===== config.mk =====
export PLATFORM = sky130hd
export DESIGN_NAME = program_loader
export DESIGN_NICKNAME = d
export VERILOG_FILES = /design/src/rtl/program_loader.sv
export SDC_FILE = /design/constraint.sdc
export NUM_CORES = 1
export LEC_CHECK = 0
export ABC_AREA = 1
export BUFFER_PORTS_ARGS = -buffer_cell sky130_fd_sc_hd__clkbuf_2
export CORE_AREA = 2 2 75 77
export CTS_CLUSTER_DIAMETER = 60
export DETAILED_ROUTE_END_ITERATION = 10
export DIE_AREA = 0 0 77 79
export PLACE_DENSITY = 0.76
export SETUP_SLACK_MARGIN = 0.1
export SYNTH_ARGS = -nofsm -noshare
export SYNTH_HDL_FRONTEND = slang
export SYNTH_SLANG_ARGS = --single-unit

===== constraint.sdc =====
create_clock -name clk -period 1.9 [get_ports clk]
set_input_delay 0.38 -clock clk [delete_from_list [all_inputs] [get_ports clk]]
set_output_delay 0.38 -clock clk [all_outputs]
set_load 0.05 [all_outputs]

===== src/rtl/program_loader.sv =====
// program_loader: packs a host byte stream into 16-bit words for instruction memory and holds the CPU in reset while loading.
// Optional trailing XOR checksum byte when LOADER_CHECKSUM_EN is defined.
`timescale 1ns/1ps
module program_loader #(
  parameter int ADDR_W  = 7,
  parameter int TIMEOUT = 1024
) (
  input  logic              clk,
  input  logic              Reset,
  input  logic              Start,
  input  logic [7:0]        In_Data,
  input  logic              In_Valid,
  output logic              In_Ready,
  output logic [ADDR_W-1:0] IM_Addr,
  output logic [15:0]       IM_Data,
  output logic              IM_Wr,
  output logic              CPU_Hold,
  output logic              Busy,
  output logic              Done,
  output logic              Error,
  output logic [7:0]        Words_Loaded
);
  localparam logic [8:0] MAX_WORDS = 9'(2**ADDR_W);
  localparam int TW = $clog2(TIMEOUT + 1);
  typedef enum logic [2:0] {S_IDLE, S_LEN, S_HI, S_LO, S_WRITE, S_CSUM, S_DONE, S_ERR} state_t;
`ifdef LOADER_CHECKSUM_EN
  localparam state_t S_FINAL = S_CSUM;
  logic [7:0] csum_q;
`else
  localparam state_t S_FINAL = S_DONE;
`endif
  state_t          state_q, state_d;
  logic [7:0]      n_q, hi_q, words_q;
  logic [TW-1:0]   idle_q;
  logic            xfer, last, idle_st, timed_out;
  assign xfer      = In_Valid && In_Ready;
  assign idle_st   = state_q inside {S_IDLE, S_DONE, S_ERR};
  assign last      = words_q + 8'd1 == n_q;
  assign timed_out = In_Ready && !xfer && idle_q == TW'(TIMEOUT - 1);
  always_ff @(posedge clk) begin
    if (Reset) begin
      state_q <= S_IDLE;
      idle_q  <= '0;
      n_q     <= '0;
      hi_q    <= '0;
      words_q <= '0;
      IM_Addr <= '0;
      IM_Data <= '0;
`ifdef LOADER_CHECKSUM_EN
      csum_q  <= '0;
`endif
    end else begin
      state_q <= state_d;
      idle_q  <= (xfer || !In_Ready) ? '0 : idle_q + 1'b1;
      if (idle_st && Start) words_q <= '0;
      else if (IM_Wr) words_q <= words_q + 8'd1;
      if (xfer && state_q == S_LEN) n_q <= In_Data;
      if (xfer && state_q == S_HI) hi_q <= In_Data;
      if (xfer && state_q == S_LO) begin
        IM_Addr <= words_q[ADDR_W-1:0];
        IM_Data <= {hi_q, In_Data};
      end
`ifdef LOADER_CHECKSUM_EN
      if (idle_st && Start) csum_q <= '0;
      else if (xfer) csum_q <= csum_q ^ In_Data;
`endif
    end
  end
  always_comb begin
    state_d = state_q;
    case (state_q)
      S_IDLE, S_DONE, S_ERR: state_d = Start ? S_LEN : state_q;
      S_LEN:   if (xfer) state_d = (In_Data == 8'd0 || {1'b0, In_Data} > MAX_WORDS) ? S_ERR : S_HI;
      S_HI:    if (xfer) state_d = S_LO;
      S_LO:    if (xfer) state_d = S_WRITE;
      S_WRITE: state_d = last ? S_FINAL : S_HI;
`ifdef LOADER_CHECKSUM_EN
      S_CSUM:  if (xfer) state_d = (csum_q == In_Data) ? S_DONE : S_ERR;
`endif
      default: state_d = S_IDLE;
    endcase
    if (timed_out) state_d = S_ERR;
  end
  always_comb begin
    In_Ready     = state_q inside {S_LEN, S_HI, S_LO, S_CSUM};
    IM_Wr        = state_q == S_WRITE;
    Busy         = In_Ready || IM_Wr;
    CPU_Hold     = Busy || state_q == S_ERR;
    Done         = state_q == S_DONE;
    Error        = state_q == S_ERR;
    Words_Loaded = words_q;
  end
endmodule


* Word-level counts from Yosys, hierarchy flattened
Cells that the tools add are included.
Word-level totals: word-level logic and storage cells 52, input port bits 12, register bits after elaboration 61, output and inout bits 37
Operators by class: reduce and logical (&&, ||, !) cells 21, $add $sub $neg 2, magnitude comparators 1, equality and inequality tests 13, muxes and demuxes 8
Operators with widths (count):
- $mux 3 | 7
- $pmux 3 s5 | 1
- $eq 3x3->1 const B | 4
- $ne 3x3->1 const B | 4
- $add 11x1->11 const B | 1
- $eq 11x10->1 const B | 1
- $add 8x1->8 const B | 1
- $eq 8x8->1 | 1
- $gt 8x8->1 const B | 1
- $logic_not 8->1 | 1
- $logic_and 1x1->1 | 7
- $eq 3x2->1 const B | 2
- $logic_or 1x1->1 | 4
- $reduce_and 4->1 | 1
- $reduce_bool 4->1 | 1
- $reduce_or 2->1 | 2
- $eq 3x1->1 const B | 1
- $logic_not 3->1 | 1
- $reduce_bool 3->1 | 1
- $reduce_or 3->1 | 1
- $logic_not 1->1 | 2

* Logic depth before layout (Yosys ltp)
Gate-level depths: netlist of the first run.
word-level depth 8, depth in mapped cells 13, mapped depth without buffers 13

* Worst setup path before layout of the first run
OpenSTA, ideal clock, no wires.
kind reg-to-output, start point register state_q[0], end point output CPU_Hold, cell stages (with the launch flop) 5, data arrival time 1715 ps, path slack -195 ps, data required time 1520 ps, buffers on the path 0, path through dfxtp_1 > inv_2 > nor2_1 > nor2_1 > inv_1
On the way: elaborated cells between the ends (all ways) 9, classes of those cells eq/ne: 6; reduce/logical: 3
RTL lines:
- start, declared | RTL line 32 | state_t state_q, state_d;
- start signal, assigned | RTL line 53 | state_q <= state_d;
- $eq 3x3->1
- via Error | RTL line 20 | output logic Error,
- $logic_or 1x1->1 | RTL line 88 | CPU_Hold = Busy || state_q == S_ERR;
- end, declared | RTL line 17 | output logic CPU_Hold,
The timed path passes the listed nets, and every way through them passes these cells.

* Worst setup path after layout of the first run
start point register state_q[1], end point output Busy
On the way: longest elaborated chain between the ends 3, elaborated cells between the ends (all ways) 7, classes of those cells eq/ne: 5; reduce/logical: 2
RTL lines:
- $eq 3x1->1 (tied with other cells) | RTL line 85 | In_Ready = state_q inside {S_LEN, S_HI, S_LO, S_CSUM};
- $reduce_bool 4->1 | RTL line 85
- $logic_or 1x1->1 (*) | RTL line 87 | Busy = In_Ready || IM_Wr;
- end, declared | RTL line 18 | output logic Busy,
Every way passes the cells marked *; elsewhere a longest branch is shown, timed or not.

==> summary.md, run 1 <==
| Metric | Value |
|---|---|
| Final Hold Viols | `0` |
| Most frequent cell after synthesis | `nand2_1` |
| Cell Area, Placed | `0.00310 mm^2` |
| Number of non-filler instances in the completed layout | `506` |
| Worst Hold End | `IM_Data[1]$_SDFFE_PP0P_` |
| GPL Wtd Cong | `0.893` |
| Logic pwr share | `between 30% and 40%` |
| Syn Inst Count | `between 300 and 400` |
| Clock share of power | `25.0%` |
| DIE WIDTH | `roughly 77 um` |
| Flop pwr share | `between 40% and 50%` |
| Clock root buffer master | `clkbuf_8` |
| Post-synth top area cell | `dfxtp_1` |
| Final setup TNS | `0 ns` |
| Number of placed I/O pins | `49` |
| Final Instance Area | `0.00331 mm^2` |
| CTS tree | `yes` |
| Setup Crit Path Kind | `reg2out` |
| Die area | `0.00608 mm^2` |
| Wire per inst | `approximately 12 um` |
| Max-cap violations | `0` |
| First-pass GRT wire length | `10,600 um` |
| # setup viols final | `0` |
| Starting Density | `52.2%` |
| Top_reg_cell synth | `dfxtp_1` |
| Top cells by count, synth | `nand2_1, dfxtp_1, a21oi_1, nand3_1, inv_1` |
| Critical path required time | `1.52 ns` |
| Vias in the first global route | `2,369` |
| Number of synthesized flops with an enable pin | `0` |
| Clk_lat worst skew | `0.34 ns` |
| DPL Wire Length | `4600 um` |
| Sink Count | `61` |
| Placed cell count | `492` |
| FMAX | `roughly 570 MHz` |
| Place WS | `0.247 ns` |
| Antenna viol nets, final | `0` |
| Final Cycle Share | `93.0%` |
| Mean area per synthesized cell | `7.32 um^2` |
| Post-synth top area share | `between 40 and 50%` |
| Status | `finished, final reports clean` |
| DR DRC count | `0` |
| Via density per instance | `between 5 and 6` |
| R2R Setup Slk | `0.26 ns` |
| Sw Share | `roughly 39%` |
| Hold Crit Depth | `3` |
| Num CTS Buffers | `9` |
| Slew HR | `70.5%` |
| Reg area | `0.00123 mm^2` |
| Remaining global-route overflow | `0` |
| Max-slew violation count | `0` |
| Largest net degree at the start of global routing | `27` |
| Post-route setup slack | `0.133 ns` |
| Fillers | `507` |
| Netlist cell types | `35` |
| Total iterations of the first detailed-routing run | `4` |
| Number of diodes | `0` |
| Cell area after synthesis | `0.00279 mm^2` |
| Worst VDD drop | `roughly 0.6 mV` |
| Tot Pwr | `3790 uW` |
| Worst-path clk slew | `around 0.060 ns` |
| Synthesized Nets | `395` |
| Arrival time worst endpoint | `roughly 1.4 ns` |
| Internal | `2310 uW` |
| Power Dens Cells | `1150 mW/mm^2` |
| Min-Delay Startpoint | `In_Data[1]` |
| Synth Register Bits | `61` |
| Layout cells sized above 1 | `23.3%` |
| CP max FO | `6` |
| Cell depth of the worst flop-to-flop path | `11` |
| Initial antenna violation count | `0` |
| Net switching power | `between 1000 and 1500 uW` |
| Synth async-reset ratio | `0%` |
| Reg2reg start | `Words_Loaded[0]$_SDFFE_PP0P_` |
| Number of warnings issued by yosys | `0` |
| Leak | `approximately 0.0013 uW` |
| Hold Buf Count CTS | `0` |
| Buffers on Ports | `48` |
| Die H | `around 79 um` |
| Least-Margin Pin Slew | `0.442 ns` |
| CP Launch Type | `register` |
| Area of the multi-input gates | `0.00133 mm^2` |
| Iteration-0 DRC Markers | `87` |
| All-layer global routing usage | `between 20% and 30%` |
| Final net count | `446` |
| H-tree Lvls | `3` |
| Core ar. | `0.00534 mm^2` |
| CP Capture Type | `output port` |
| Clk_skew | `0.00664 ns` |
| Min-delay worst type | `in2reg` |
| FF-to-FF End | `state_q[2]$_SDFFE_PP0P_` |
| Sequential area share after synthesis | `a little over two fifths` |
| Area Growth Syn to Fin | `18.7%` |
| RSZ-0062 raised after global routing | `true` |
| Row count | `27` |
| Drt total wl | `6300 um` |
| Clock Path Buffers | `2` |
| Via count | `2,580` |
| Synth area leaders | `dfxtp_1, nand2_1, a21oi_1` |
| Fin crit period | `1.77 ns` |
[state kept, by name (all words and copies together), names as in the netlist]
register and count:
idle_q 11, IM_Addr 7, state_q 3, hi_q 8, IM_Data 16, Words_Loaded 8, n_q 8
[routing by layer]
metal	track usage (%)	vias to the layer above	part of all wire (%)
met2	37.5	50	48
met3	3.98	11	3.9
met1	25.9	1169	46
met4	11.4	0	2.2
met5	0	-	0
li1	-	1350	-
[metrics by stage]
| stage | hold WS [ns] | util [%] |
|---|---|---|
| 2_1_floorplan | 0.417 | - |
| 3_3_place_gp | 0.430 | 58.0 |
| 3_5_place_dp | 0.440 | 58.0 |
| 4_1_cts | 0.300 | 61.4 |
| 5_1_grt | 0.326 | 62.0 |
| 6_report | 0.307 | 62.0 |
[final cells by class]
type | instances | area share (%)
Multi-Input combinational cell | 258 | 40.2
Sequential cell | 61 | 37.3
Timing Repair Buffer | 56 | 9.83
Inverter | 46 | 5.30
Clock buffer | 10 | 4.16
Tap cell | 72 | 2.72
Clock inverter | 3 | 0.454
[worst max path at each step]
| stage | slack (ns) | start | to |
|---|---|---|---|
| 2_1_floorplan | 0.03 | state_q[0]$_SDFFE_PP0P_ | CPU_Hold |
| 3_3_place_gp | 0.30 | state_q[1]$_SDFFE_PP0P_ | CPU_Hold |
| 3_5_place_dp | 0.25 | state_q[0]$_SDFFE_PP0P_ | CPU_Hold |
| 4_1_cts | 0.1 | state_q[2]$_SDFFE_PP0P_ | CPU_Hold |
| 5_1_grt | 0.08 | state_q[1]$_SDFFE_PP0P_ | Busy |
| 6_report | 0.13 | state_q[1]$_SDFFE_PP0P_ | Busy |
[power by group through the flow]
stage                     combinational (uW)  sequential [uW]  clock (uW)
final                                   1300             1540         946
after global routing                    1430             1560        1010
after CTS                               1240             1540         967
after detailed placement                1190             1550           0
after global placement                  1170             1540           0
after floorplan                          908             1600           0
[worst max-delay path: stages, from the launching register on]
cell	delay, ns
dfxtp_4	0.37
inv_2	0.08
nand2_1	0.08
nor2_4	0.13
inv_4	0.08
nand2_8	0.08
clkbuf_4	0.23
[logic make-up after synthesis]
group	share of synthesized area, %
AO/OA/AOI/OAI	18.3
XOR/XNOR	0.314
adder cells (fa/ha/maj)	0.898
buffers and inverters	9.16
flip-flops	43.8
AND/OR/NAND/NOR	27.6
[cell usage in the layout, fill, tap and decap left out, drive strengths merged, types with 4 or more instances in the layout]
cell,instances
a21oi,57
dfxtp,61
a31oi,4
o21ai,27
nand3,43
nor2,30
inv,46
buf,9
clkbuf,57
nand2,81
[what timing repair did]
item,in CTS,in global routing
setup buffers,0,1
endpoints found under the setup margin,4,3
pin swaps,0,2
gates resized for setup,11,6
endpoints found under the hold margin,0,0
(Power assumes the default switching activity.)
==> run 2, diff against run 1 <==
--- a/config.mk
+++ b/config.mk
@@ -7,11 +7,11 @@
 export LEC_CHECK = 0
 export ABC_AREA = 1
 export BUFFER_PORTS_ARGS = -buffer_cell sky130_fd_sc_hd__clkbuf_2
-export CORE_AREA = 2 2 75 77
+export CORE_AREA = 2 2 82 84
 export CTS_CLUSTER_DIAMETER = 60
 export DETAILED_ROUTE_END_ITERATION = 10
-export DIE_AREA = 0 0 77 79
-export PLACE_DENSITY = 0.76
+export DIE_AREA = 0 0 84 86
+export PLACE_DENSITY = 0.65
 export SETUP_SLACK_MARGIN = 0.1
 export SYNTH_ARGS = -nofsm -noshare
 export SYNTH_HDL_FRONTEND = slang
==> run 2 against run 1 <==
Compared with the run above:
- largest cell class unchanged
- critical endpoint is now CPU_Hold
- sequential power about the same
- fmax up 1.7%
- routed wire length up 8.0%
- highest routed layer unchanged
- clock skew up 0.0027 ns
- register-to-register slack better by 0.02 ns
==> summary.md, run 2 (synthesized netlist as in run 1, its figures left out) <==
| Metric | Value |
|---|---|
| Status | `finished, final reports clean` |
| Final Hold Viols | `0 (unchanged)` |
| Core ar. | `0.00628 mm^2 (+18%)` |
| Reg2reg start | `Words_Loaded[0]$_SDFFE_PP0P_` |
| Number of diodes | `0 (unchanged)` |
| All-layer global routing usage | `19.1% (-2.6 points)` |
| Cell depth of the worst flop-to-flop path | `10 (-1)` |
| Commonest non-fill, non-tap cell in the layout | `nand2_1` |
| Largest regs | `IM_Data: 16 flops, idle_q: 11 flops` |
| Setup Crit Path Kind | `reg2out` |
| # setup viols final | `0 (unchanged)` |
| Fin crit period | `1.74 ns (-0.0290 ns)` |
| CP max FO | `5 (-1)` |
| Via density per instance | `5.05 (-0.88%)` |
| Clk_lat worst skew | `0.33 ns (about the same)` |
| Num CTS Buffers | `9 (unchanged)` |
| Clock root buffer master | `clkbuf_8` |
| Power Dens Cells | `1190 mW/mm^2 (+4.0%)` |
| GPL Wtd Cong | `0.865 (-3.1%)` |
| Wire per inst | `13.1 um (+4.9%)` |
| Hold Buf Count CTS | `0 (unchanged)` |
| Total iterations of the first detailed-routing run | `4 (unchanged)` |
| Initial antenna violation count | `0 (unchanged)` |
| Max reg flops | `16 (unchanged)` |
| Clock Path Buffers | `2 (unchanged)` |
| Via count | `2,633 (+2.1%)` |
| DR DRC count | `0 (unchanged)` |
| Vias in the first global route | `2,329 (-1.7%)` |
| Clock share of power | `28.1% (+3.1 points)` |
| Remaining global-route overflow | `0 (unchanged)` |
| Starting Density | `44.4% (-7.8 points)` |
| Buffers on Ports | `48 (unchanged)` |
| Area Growth Syn to Fin | `22.8%` |
| Arrival time worst endpoint | `1.36 ns (-0.03 ns)` |
| Row count | `29 (+7.4%)` |
| Slew HR | `71.6% (+1.1 points)` |
| Worst VDD drop | `1.31 mV (+120%)` |
| CP Launch Type | `register` |
| Final Instance Area | `0.00342 mm^2 (+3.4%)` |
| Sink Count | `61 (unchanged)` |
| Internal | `2520 uW (+9.2%)` |
| Crit path capture | `CPU_Hold` |
| Final setup TNS | `0 ns (unchanged)` |
| FMAX | `575 MHz (+1.7%)` |
| Placed cell count | `499 (+1.4%)` |
| Worst-path clk slew | `0.07 ns (about the same)` |
| DIE WIDTH | `84 um (+9.1%)` |
| Largest net degree at the start of global routing | `22 (-19%)` |
| Cell Area, Placed | `0.00312 mm^2 (+0.69%)` |
| Leak | `0.00139 uW (+3.3%)` |
| Number of placed I/O pins | `49 (unchanged)` |
| Largest reg by FF count | `IM_Data` |
| Hold Crit Depth | `3 (unchanged)` |
| Number of non-filler instances in the completed layout | `521 (+3.0%)` |
| Tot Pwr | `4070 uW (+7.5%)` |
| DPL Wire Length | `4840 um (+5.3%)` |
| RSZ-0062 raised after global routing | `false` |
| Critical path required time | `1.52 ns (about the same)` |
| Reg area | `0.00124 mm^2 (+0.61%)` |
| Max-slew violation count | `0 (unchanged)` |
| FF-to-FF End | `state_q[2]$_SDFFE_PP0P_` |
| Drt total wl | `6800 um (+8.0%)` |
| Antenna viol nets, final | `0 (unchanged)` |
| Min-delay worst type | `in2reg` |
| Logic pwr share | `34.0% (-0.4 points)` |
| Least-Margin Pin Slew | `0.426 ns (-0.0163 ns)` |
| Die H | `86 um (+8.9%)` |
| Sw Share | `38.1% (-0.96 points)` |
| H-tree Lvls | `3 (unchanged)` |
| CP Capture Type | `output port` |
| Die area | `0.00722 mm^2 (+19%)` |
| Commonest non-fill, non-tap cells in the layout | `nand2_1, dfxtp_1, a21oi_1, clkbuf_2, nand3_1` |
| Net switching power | `1550 uW (+4.9%)` |
| Layout cells sized above 1 | `25.7% (+2.4 points)` |
| Final Cycle Share | `91.5% (-1.5 points)` |
| CP startpoint | `state_q[2]$_SDFFE_PP0P_` |
| First-pass GRT wire length | `11,000 um (+4.3%)` |
| Iteration-0 DRC Markers | `153 (+76%)` |
| CTS tree | `yes` |
| Area of the multi-input gates | `0.00134 mm^2 (+0.38%)` |
| Clk_skew | `0.00939 ns (+0.00275 ns)` |
| R2R Setup Slk | `0.28 ns (+0.02 ns)` |
| Max-cap violations | `0 (unchanged)` |
| Flop pwr share | `37.9% (-2.8 points)` |
| Fillers | `641 (+26%)` |
| Final net count | `453 (+1.6%)` |
==> run 2: changes by cell type in the layout (fill, tap and decap cells not counted), moves of 2 or more <==
cell | before | now
buf_4 | 7 | 14
clkbuf_1 | 0 | 2
dfxtp_1 | 56 | 54
dfxtp_4 | 3 | 5
inv_2 | 7 | 5
nand2_1 | 79 | 77
nand2_2 | 1 | 3
nor2_1 | 23 | 21
nor2_2 | 2 | 5
==> run 2: timing repair <==
action	in CTS	in global routing
setup endpoints to repair	4	5
buffers inserted	0	6
pin swaps	0	3
resized for setup	11	13
==> run 2: worst max-delay path: stages (launching register included) <==
cell and delay [ns]:
dfxtp_4 0.37, inv_1 0.06, nand2_2 0.09, o21ai_4 0.06, inv_2 0.10, nand2_8 0.07
nor2_2 0.09, inv_2 0.04, buf_8 0.14
==> run 2: worst min path at each step <==
stage	from	end	slack, ns
3_5_place_dp	idle_q[0]$_SDFF_PP0_	idle_q[0]$_SDFF_PP0_	0.44
5_1_grt	In_Data[2]	IM_Data[2]$_SDFFE_PP0P_	0.32
6_report	In_Data[1]	IM_Data[1]$_SDFFE_PP0P_	0.31
4_1_cts	In_Data[1]	IM_Data[1]$_SDFFE_PP0P_	0.30
2_1_floorplan	idle_q[0]$_SDFF_PP0_	idle_q[0]$_SDFF_PP0_	0.42
3_3_place_gp	idle_q[0]$_SDFF_PP0_	idle_q[0]$_SDFF_PP0_	0.43
==> run 2: area by class of cell <==
type	count	share of cell area, %
Clock buffer	12	4.24
Clock inverter	4	1.39
Inverter	46	5.19
Multi-Input combinational cell	258	39.0
Sequential cell	61	36.3
Tap cell	77	2.82
Timing Repair Buffer	63	11.0
==> run 2: power by group through the flow <==
stage          Sequential, uW  Combinational [uW]  Clock (uW)
2_1_floorplan            1600                 908           0
4_1_cts                  1540                1250        1160
3_3_place_gp             1550                1180           0
6_report                 1540                1390        1140
3_5_place_dp             1550                1200           0
5_1_grt                  1560                1520        1230
==> run 2: stage by stage <==
step	hold slack, ns	setup WS (ns)	util [%]
6_report	0.313	0.162	54.5
5_1_grt	0.319	0.0555	54.5
4_1_cts	0.301	0.0984	53.2
3_5_place_dp	0.445	0.238	49.7
3_3_place_gp	0.430	0.287	49.7
2_1_floorplan	0.417	0.0315	-
==> run 2: layer usage <==
| metal | GRT usage [%] | vias up | part of all wire (%) |
|---|---|---|---|
| met5 | 0 | - | 0 |
| met4 | 8.80 | 0 | 1.0 |
| met3 | 3.56 | 5 | 3.8 |
| met2 | 29.7 | 52 | 47 |
| met1 | 26.0 | 1211 | 48 |
| li1 | - | 1365 | - |
==> run 3, diff against run 2 <==
--- a/config.mk
+++ b/config.mk
@@ -11,7 +11,7 @@
 export CTS_CLUSTER_DIAMETER = 60
 export DETAILED_ROUTE_END_ITERATION = 10
 export DIE_AREA = 0 0 84 86
-export PLACE_DENSITY = 0.65
+export PLACE_DENSITY = 0.77
 export SETUP_SLACK_MARGIN = 0.1
 export SYNTH_ARGS = -nofsm -noshare
 export SYNTH_HDL_FRONTEND = slang
==> run 3 against run 2 <==
Compared with the run above:
- combinational power about the same
- design area shrank 1.1%
- routed wire length shrank 4.9%
- die area unchanged
- count of clock-buffer cells in the layout is 3 lower
==> summary.md, run 3 (synthesized netlist as in run 1, its figures left out) <==
| Metric | Value |
|---|---|
| Worst-path clk slew | `0.07 ns (about the same)` |
| Min-delay worst type | `in2reg` |
| Placed cell count | `498 (-0.20%)` |
| Fillers | `612 (-4.5%)` |
| Remaining global-route overflow | `0 (unchanged)` |
| Final net count | `454 (+0.22%)` |
| Slew HR | `72.3% (+0.74 points)` |
| Final setup TNS | `0 ns (unchanged)` |
| Commonest non-fill, non-tap cell in the layout | `nand2_1` |
| Via count | `2,647 (+0.53%)` |
| Place WS | `0.253 ns (+0.0148 ns)` |
| Logic pwr share | `35.6% (+1.6 points)` |
| Net switching power | `1530 uW (-1.4%)` |
| Power Dens Cells | `1140 mW/mm^2 (-3.9%)` |
| Wire per inst | `12.4 um (-4.7%)` |
| All-layer global routing usage | `18.5% (-0.66 points)` |
| Status | `finished, final reports clean` |
| Setup Crit Path Kind | `reg2out` |
| Sw Share | `39.5% (+1.4 points)` |
| Largest regs | `IM_Data: 16 flops, idle_q: 11 flops` |
| CP Launch Type | `register` |
| Max-slew violation count | `0 (unchanged)` |
| Min-Delay Startpoint | `In_Data[0]` |
| Die area | `0.00722 mm^2 (unchanged)` |
| Drt total wl | `6470 um (-4.9%)` |
| First-pass GRT wire length | `10,600 um (-3.3%)` |
| Number of placed I/O pins | `49 (unchanged)` |
| Hold Buf Count CTS | `0 (unchanged)` |
| Area of the multi-input gates | `0.00132 mm^2 (-0.84%)` |
| CP Capture Type | `output port` |
| Least-Margin Pin Slew | `0.415 ns (-0.0111 ns)` |
| Clk_skew | `0.00718 ns (-0.00221 ns)` |
| Buffers on Ports | `48 (unchanged)` |
| Layout cells sized above 1 | `25.5% (-0.17 points)` |
| DPL Wire Length | `4610 um (-4.9%)` |
| R2R Setup Slk | `0.32 ns (+0.04 ns)` |
| Worst Hold End | `IM_Data[0]$_SDFFE_PP0P_` |
| Die H | `86 um (unchanged)` |
| Clk_lat worst skew | `0.35 ns (+0.02 ns)` |
| Cell depth of the worst flop-to-flop path | `11 (+1)` |
| GPL Wtd Cong | `0.924 (+6.7%)` |
| # setup viols final | `0 (unchanged)` |
| Commonest non-fill, non-tap cells in the layout | `nand2_1, dfxtp_1, a21oi_1, clkbuf_2, nand3_1` |
| Antenna viol nets, final | `0 (unchanged)` |
| DR DRC count | `0 (unchanged)` |
| Hold Crit Depth | `3 (unchanged)` |
| RSZ-0062 raised after global routing | `true` |
| Largest reg by FF count | `IM_Data` |
| Reg area | `0.00124 mm^2 (-0.50%)` |
| Core Util, Final | `53.9% (-0.58 points)` |
| Row count | `29 (unchanged)` |
| Total iterations of the first detailed-routing run | `5 (+1)` |
| Final Hold Viols | `0 (unchanged)` |
| Number of non-filler instances in the completed layout | `520 (-0.19%)` |
| Vias in the first global route | `2,308 (-0.90%)` |
| Reg2reg start | `Words_Loaded[1]$_SDFFE_PP0P_` |
| Clock Path Buffers | `2 (unchanged)` |
| Critical path required time | `1.52 ns (about the same)` |
| CTS tree | `yes` |
| Clock share of power | `24.6% (-3.5 points)` |
| Arrival time worst endpoint | `1.38 ns (+0.02 ns)` |
| DIE WIDTH | `84 um (unchanged)` |
| Clock root buffer master | `clkbuf_8` |
| Fin crit period | `1.76 ns (+0.0243 ns)` |
| Hold WS | `0.306 ns (-0.00665 ns)` |
| H-tree Lvls | `3 (unchanged)` |
| Core ar. | `0.00628 mm^2 (unchanged)` |
| Flop pwr share | `39.9% (+2.0 points)` |
| Internal | `2340 uW (-7.1%)` |
| Initial antenna violation count | `0 (unchanged)` |
| Iteration-0 DRC Markers | `164 (+7.2%)` |
| Sink Count | `61 (unchanged)` |
| Largest net degree at the start of global routing | `25 (+14%)` |
| Leak | `0.00138 uW (-0.79%)` |
| CP max FO | `6 (+1)` |
| Via density per instance | `5.09 (+0.73%)` |
| Worst VDD drop | `1.17 mV (-11%)` |
| Final Cycle Share | `92.8% (+1.3 points)` |
| FF-to-FF End | `state_q[2]$_SDFFE_PP0P_` |
| FMAX | `567 MHz (-1.4%)` |
| Area Growth Syn to Fin | `21.5%` |
| Number of diodes | `0 (unchanged)` |
| Post-route setup slack | `0.138 ns (-0.0243 ns)` |
| Num CTS Buffers | `9 (unchanged)` |
| Max reg flops | `16 (unchanged)` |
| Starting Density | `44.4% (unchanged)` |
| Max-cap violations | `0 (unchanged)` |
-- run 3: area by class of cell --
| class | instances | share of cell area, % |
|---|---|---|
| inverters | 46 | 5.25 |
| clock inverters | 5 | 0.887 |
| clock buffers | 9 | 3.66 |
| multi-input cells | 258 | 39.1 |
| well taps | 77 | 2.85 |
| flip-flops and latches | 61 | 36.5 |
| repair buffers | 64 | 11.8 |
-- run 3: worst max-delay path by stage --
stage                     cells past startpoint                    start  slack [ns]        to
after CTS                                     8  state_q[2]$_SDFFE_PP0P_        0.09  CPU_Hold
after detailed placement                      7  state_q[0]$_SDFFE_PP0P_        0.25  CPU_Hold
final                                         8  state_q[1]$_SDFFE_PP0P_        0.14  CPU_Hold
after global placement                        8  state_q[1]$_SDFFE_PP0P_        0.30  CPU_Hold
after global routing                          8  state_q[2]$_SDFFE_PP0P_        0.08  CPU_Hold
after floorplan                               6  state_q[0]$_SDFFE_PP0P_        0.03  CPU_Hold
-- run 3: worst max-delay path: stages (launching register included) --
cell     delay [ns]
dfxtp_4        0.38
inv_4          0.07
nand2_2        0.06
nor2_4         0.14
inv_4          0.06
nand2_4        0.09
nor2_2         0.04
inv_2          0.05
buf_8          0.13
-- run 3: what timing repair did --
action / in CTS / in global routing
endpoints found under the setup margin: 5 / 5
setup buffers: 0 / 8
resized for setup: 11 / 9
pin swaps: 0 / 4
gates cloned: 0 / 0
-- run 3: routing by layer --
metal  wire length (um)  up-vias  track usage [%]
met3                342       18             3.95
li1                   -     1373                -
met2               2900       78             27.7
met4                224        0             12.2
met5                  0        -                0
met1               3000     1178             24.0
-- run 3: power by group through the flow --
stage / registers [uW] / logic (uW) / clock network, uW
floorplan: 1600 / 908 / 0
global placement: 1540 / 1180 / 0
detailed placement: 1550 / 1190 / 0
CTS: 1540 / 1240 / 975
global route: 1560 / 1500 / 1020
finish: 1540 / 1380 / 952
-- run 3: stage by stage --
stage	instance area [um^2]	total power, uW
after floorplan	2790	2500
after global placement	3120	2720
after detailed placement	3120	2740
after CTS	3310	3760
after global routing	3390	4080
final	3390	3880
